--- config.mk ---
export PLATFORM = sky130hd
export DESIGN_NAME = snake_dir_ctrl
export DESIGN_NICKNAME = d
export VERILOG_FILES = /design/src/rtl/snake_dir_ctrl.sv
export SDC_FILE = /design/constraint.sdc
export NUM_CORES = 1
export LEC_CHECK = 0
export ABC_AREA = 1
export CORE_UTILIZATION = 55
export DETAILED_ROUTE_END_ITERATION = 12
export PLACE_DENSITY = 0.81
export SLEW_MARGIN = 20
export SYNTH_ARGS = -nofsm -noshare
export SYNTH_HDL_FRONTEND = slang
export SYNTH_SLANG_ARGS = --single-unit
export TNS_END_PERCENT = 30
--- constraint.sdc ---
create_clock -name iVGA_CLK -period 1.3 [get_ports iVGA_CLK]
set_input_delay 0.26 -clock iVGA_CLK [delete_from_list [all_inputs] [get_ports iVGA_CLK]]
set_output_delay 0.26 -clock iVGA_CLK [all_outputs]
set_load 0.02 [all_outputs]
--- src/rtl/snake_dir_ctrl.sv ---
// Snake heading front-end: synchronizes and debounces five active-low buttons,
// turns presses into a reversal-proof one-hot heading, and handles pause.
module snake_dir_ctrl #(
  parameter int DEBOUNCE_CYCLES = 250000,
  parameter int CNT_W           = 18
) (
  input  logic iVGA_CLK,
  input  logic iRST_n,
  input  logic key_up_n,
  input  logic key_down_n,
  input  logic key_left_n,
  input  logic key_right_n,
  input  logic key_pause_n,
  output logic move_up,
  output logic move_down,
  output logic move_left,
  output logic move_right,
  output logic paused
);

  localparam int NK = 5;
  // Flip on the (DEBOUNCE_CYCLES-1)th mismatched edge so stable moves at k+1+DEBOUNCE_CYCLES.
  localparam logic [CNT_W-1:0] CNT_FLIP = CNT_W'(DEBOUNCE_CYCLES - 2);
  localparam logic [CNT_W-1:0] CNT_ONE  = {{(CNT_W-1){1'b0}}, 1'b1};

  typedef enum logic [2:0] {
    S_IDLE  = 3'd0,
    S_UP    = 3'd1,
    S_DOWN  = 3'd2,
    S_LEFT  = 3'd3,
    S_RIGHT = 3'd4
  } state_t;

  // Key bit order everywhere: [0]=up [1]=down [2]=left [3]=right [4]=pause.
  logic [NK-1:0]    w_raw;
  logic [NK-1:0]    r_sync1;
  logic [NK-1:0]    r_sync2;
  logic [NK-1:0]    r_stable;
  logic [NK-1:0]    r_stable_d;
  logic [CNT_W-1:0] r_cnt [NK];
  logic [NK-1:0]    w_press;

  state_t           r_state;
  state_t           w_state_nxt;
  logic             r_paused;
  logic             w_paused_nxt;
  logic [3:0]       r_move;
  logic [3:0]       w_move_nxt;
  logic [3:0]       w_legal;
  logic [3:0]       w_dir_ev;

  assign w_raw   = ~{key_pause_n, key_right_n, key_left_n, key_down_n, key_up_n};
  assign w_press = r_stable & ~r_stable_d;

  // Two-flop synchronizer on the inverted (active-high) keys.
  always_ff @(posedge iVGA_CLK or negedge iRST_n) begin
    if (!iRST_n) begin
      r_sync1 <= {NK{1'b0}};
      r_sync2 <= {NK{1'b0}};
    end else begin
      r_sync1 <= w_raw;
      r_sync2 <= r_sync1;
    end
  end

  // Per-key debounce counter; any single matching cycle restarts the count.
  always_ff @(posedge iVGA_CLK or negedge iRST_n) begin
    if (!iRST_n) begin
      r_stable   <= {NK{1'b0}};
      r_stable_d <= {NK{1'b0}};
      for (int i = 0; i < NK; i++) r_cnt[i] <= '0;
    end else begin
      r_stable_d <= r_stable;
      for (int i = 0; i < NK; i++) begin
        if (r_sync2[i] == r_stable[i]) begin
          r_cnt[i] <= '0;
        end else if (r_cnt[i] == CNT_FLIP) begin
          r_stable[i] <= r_sync2[i];
          r_cnt[i]    <= '0;
        end else begin
          r_cnt[i] <= r_cnt[i] + CNT_ONE;
        end
      end
    end
  end

  // Heading state, pause flag and output registers.
  always_ff @(posedge iVGA_CLK or negedge iRST_n) begin
    if (!iRST_n) begin
      r_state  <= S_IDLE;
      r_paused <= 1'b0;
      r_move   <= 4'b0000;
    end else begin
      r_state  <= w_state_nxt;
      r_paused <= w_paused_nxt;
      r_move   <= w_move_nxt;
    end
  end

  // Next heading: drop illegal events, then up > down > left > right.
  always_comb begin
    w_legal      = 4'b0000;
    w_state_nxt  = r_state;
    w_move_nxt   = 4'b0000;
    w_paused_nxt = r_paused ^ w_press[4];

    case (r_state)
      S_IDLE:          w_legal = 4'b1011;
      S_UP, S_DOWN:    w_legal = 4'b1100;
      S_LEFT, S_RIGHT: w_legal = 4'b0011;
      default:         w_legal = 4'b0000;
    endcase

    w_dir_ev = w_press[3:0] & w_legal & {4{~r_paused}};

    if (w_dir_ev[0]) begin
      w_state_nxt = S_UP;
    end else if (w_dir_ev[1]) begin
      w_state_nxt = S_DOWN;
    end else if (w_dir_ev[2]) begin
      w_state_nxt = S_LEFT;
    end else if (w_dir_ev[3]) begin
      w_state_nxt = S_RIGHT;
    end else begin
      w_state_nxt = r_state;
    end

    if (w_paused_nxt) begin
      w_move_nxt = 4'b0000;
    end else begin
      w_move_nxt = {w_state_nxt == S_RIGHT, w_state_nxt == S_LEFT,
                    w_state_nxt == S_DOWN,  w_state_nxt == S_UP};
    end
  end

  assign move_up    = r_move[0];
  assign move_down  = r_move[1];
  assign move_left  = r_move[2];
  assign move_right = r_move[3];
  assign paused     = r_paused;

endmodule
==> results.yml <==
routing:
  routed-wl-met3_um: 914
  met2_length_mm: 8.84
  postRouteWirelength_mm: 17.4
  viasPerCell: 5.44
  antenna_left: 0
  wl_met1_mm: 6.95
  first_pass_iters: 6
  post_drt_wl_per_cell_um: 15.9
  vias: 5979
  drc: 0
  routed.top_layer: "met4"
  drt_iter0_markers: 416
synth:
  synth_nets: 813
  synth-seq-cells: 118
  syn_inst: 796
  yosysSeqAreaShare_pct: 47.5
  synth.avg_cell_area_um2: 7.81
  synth_cell_type_count: 35
  synth_warnings: 0
  syn_area_mm2: 0.00621
cts:
  clk_latency_ns: 0.43
  cts_tree: "built"
  path_clk_slew_ns: 0.06
  clock-sinks: 118
  htree_levels: 4
  cts-root-buf: "clkbuf_16"
  numCtsBuffers: 17
  cts_buffer_depth: 2
timing:
  slew_headroom_pct: 74.0
  drv_slew: 0
  rsz0062_at_grt: "yes"
  timing_worst_slew_pin_value_ns: 0.390
  fmax_mhz: 637
  final_hold_viol_count: 0
  min_period_ns: 1.57
  whs_ns: 0.311
  worst_clock_skew_ns: 0.00844
  fin_crit_sh_pct: 121
  tns_ns: -8.89
  fin_ws_ns: -0.270
  setup_violations: 77
run_status:
  violations: "setup timing"
  status: "complete, but fails checks"
cells_and_area:
  layout-drive-gt1-share_pct: 30.1
  layout_common_cells: "152 x nand2_1, 145 x nor2_1, 112 x dfrtp_1, 105 x buf_4, 103 x inv_1"
  syn_to_final_growth_pct: 36.6
  design_area_mm2: 0.00849
  num_antenna_cells: 0
  fill_cells: 649
  final_common_cell: "nand2_1"
  fin_nets: 963
pwr:
  p_leak_nw: 3.87
  power.density_mw_per_mm2: 1070
  total_power_mw: 9.08
  max-vdd-ir-drop_mv: 1.11
place:
  dp_hpwl_mm: 9.87
  gp_congestion: 0.911
  place_ws_ns: -0.170
  io_buffers: 11
  place_area_mm2: 0.00727
global_route:
  grt_pass1_vias: 5673
  overflow: 0
  track_usage_pct: 28.8
  grt_max_degree: 73
  antenna_found_initial: 0
  grt_pass1_wl_mm: 25.8
worst_setup_path:
  path_max_fanout: 4
  worstSetupPathType: "reg2reg"
  r2r_cells: 8
  timing.rr.end: "r_cnt[35]"
  r2r_slack_ns: -0.27
  worstPathArrival_ns: 1.93
  required_ns: 1.66
  endpoint_kind: "register"
  start_kind: "register"
  rr_startpoint: "r_cnt[25]"
floorplanning:
  core-area_mm2: 0.0109
  dieArea_mm2: 0.0117
  ios: 12
  start_util_pct: 56.8
  die_h_um: 108
  row_count: 38
  die_w_um: 108
worst_hold_path:
  min-delay-start: "key_down_n"
  worstHoldPathCells: 2
  min-delay-path-class: "in2reg"
  hold-path-endpoint: "r_sync1[1]"
flow_run:
  drv_cap: 0
==> layout make-up <==
| cell class | instances | area (um2) | area share (%) |
|---|---|---|---|
| Clock buffer | 17 | 425 | 5.01 |
| Clock inverter | 15 | 179 | 2.11 |
| Sequential cell | 118 | 2960 | 34.9 |
| Inverter | 111 | 417 | 4.91 |
| Timing Repair Buffer | 131 | 1090 | 12.8 |
| Tap cell | 140 | 175 | 2.06 |
| Multi-Input combinational cell | 567 | 3240 | 38.2 |
==> metal layers <==
layer  vias to the layer above  global-route usage, %
met4                         0                   11.5
li1                       2794                      -
met3                        83                   6.27
met1                      2861                   35.7
met5                         -                      0
met2                       241                   49.0
==> registers in the layout, indices dropped and copies added, names as in the netlist <==
signal      count
r_sync2         5
r_cnt          90
r_state         3
r_stable_d      5
paused          1
r_sync1         5
r_stable        5
r_move          4
==> critical path, stage by stage, from the launching register on <==
cell and delay (ns):
dfrtp_1 0.43, nand2_1 0.15, nor2_2 0.21, inv_1 0.12, nor2_1 0.19, nand4_1 0.15
nand2_1 0.09, nand2_1 0.06, nor2_1 0.11
==> stage by stage <==
| step | instances | util (%) |
|---|---|---|
| 3_3_place_gp | 1044 | 66.4 |
| 6_report | 1099 | 77.6 |
| 4_1_cts | 1085 | 73.9 |
| 3_5_place_dp | 1044 | 66.4 |
| 2_1_floorplan | 796 | - |
| 5_1_grt | 1099 | 77.6 |
==> repair_timing <==
item / CTS / global route
hold endpoints to repair: 118 / 0
gates resized for setup: 65 / 79
cloned: 1 / 1
hold buffers: 1 / 0
setup buffers: 9 / 13
setup endpoints to repair: 81 / 95
pin swaps: 31 / 33
==> cells in the mapped netlist <==
library cell	n	share of area, %
nand2_1	166	10
nor2_1	177	11
dfrtp_1	118	48
ha_1	10	2.0
nand4_2	1	0.20
o21ai_1	2	0.16
o21bai_1	3	0.36
nand3_1	42	3.4
a21oi_1	16	1.3
a211oi_1	1	0.12
inv_1	108	6.5
xor2_2	2	0.52
nor3b_1	3	0.36
a31o_2	1	0.14
nor3_1	33	2.7
nor2_4	2	0.36
xnor2_1	8	1.1
nand2_2	12	1.2
nor2_8	1	0.32
nand4_1	18	1.8
o21ai_4	2	0.52
nor3b_2	1	0.20
nor3_2	3	0.48
o21ai_0	9	0.72
inv_2	3	0.18
buf_6	1	0.18
nand2_4	1	0.18
o21ai_2	2	0.28
xor2_1	27	3.8
nor3_4	1	0.26
nand3b_1	2	0.24
nor2_2	17	1.7
or2_0	1	0.10
o21bai_2	1	0.18
o211ai_1	1	0.12
==> kinds of logic (layout without fill, tap and decap cells) <==
family,Yosys count,in the layout,share of synthesized area [%]
simple gates,481,481,34.2
flops,118,118,47.5
buf+inv,112,274,6.89
compound gates,38,39,3.91
xor+xnor,37,37,5.46
fa+ha+maj,10,10,2.01
==> power breakdown <==
group	leakage [nW]	switching [mW]	internal [mW]	total (mW)
Combinational	1.98	0.258	0.214	0.472
Sequential	1.60	0.0563	3.73	3.79
Clock	0.286	1.81	3.02	4.82
==> how the worst max path moves through the flow <==
stage              start         to  slack (ns)
2_1_floorplan  r_cnt[72]  r_cnt[86]       -0.04
3_3_place_gp   r_cnt[36]  r_cnt[53]       -0.11
3_5_place_dp   r_cnt[72]  r_cnt[78]       -0.17
4_1_cts        r_cnt[36]  r_cnt[48]       -0.13
5_1_grt        r_cnt[25]  r_cnt[35]       -0.32
6_report       r_cnt[25]  r_cnt[35]       -0.27
No activity file was read; power rests on OpenSTA's default activity.
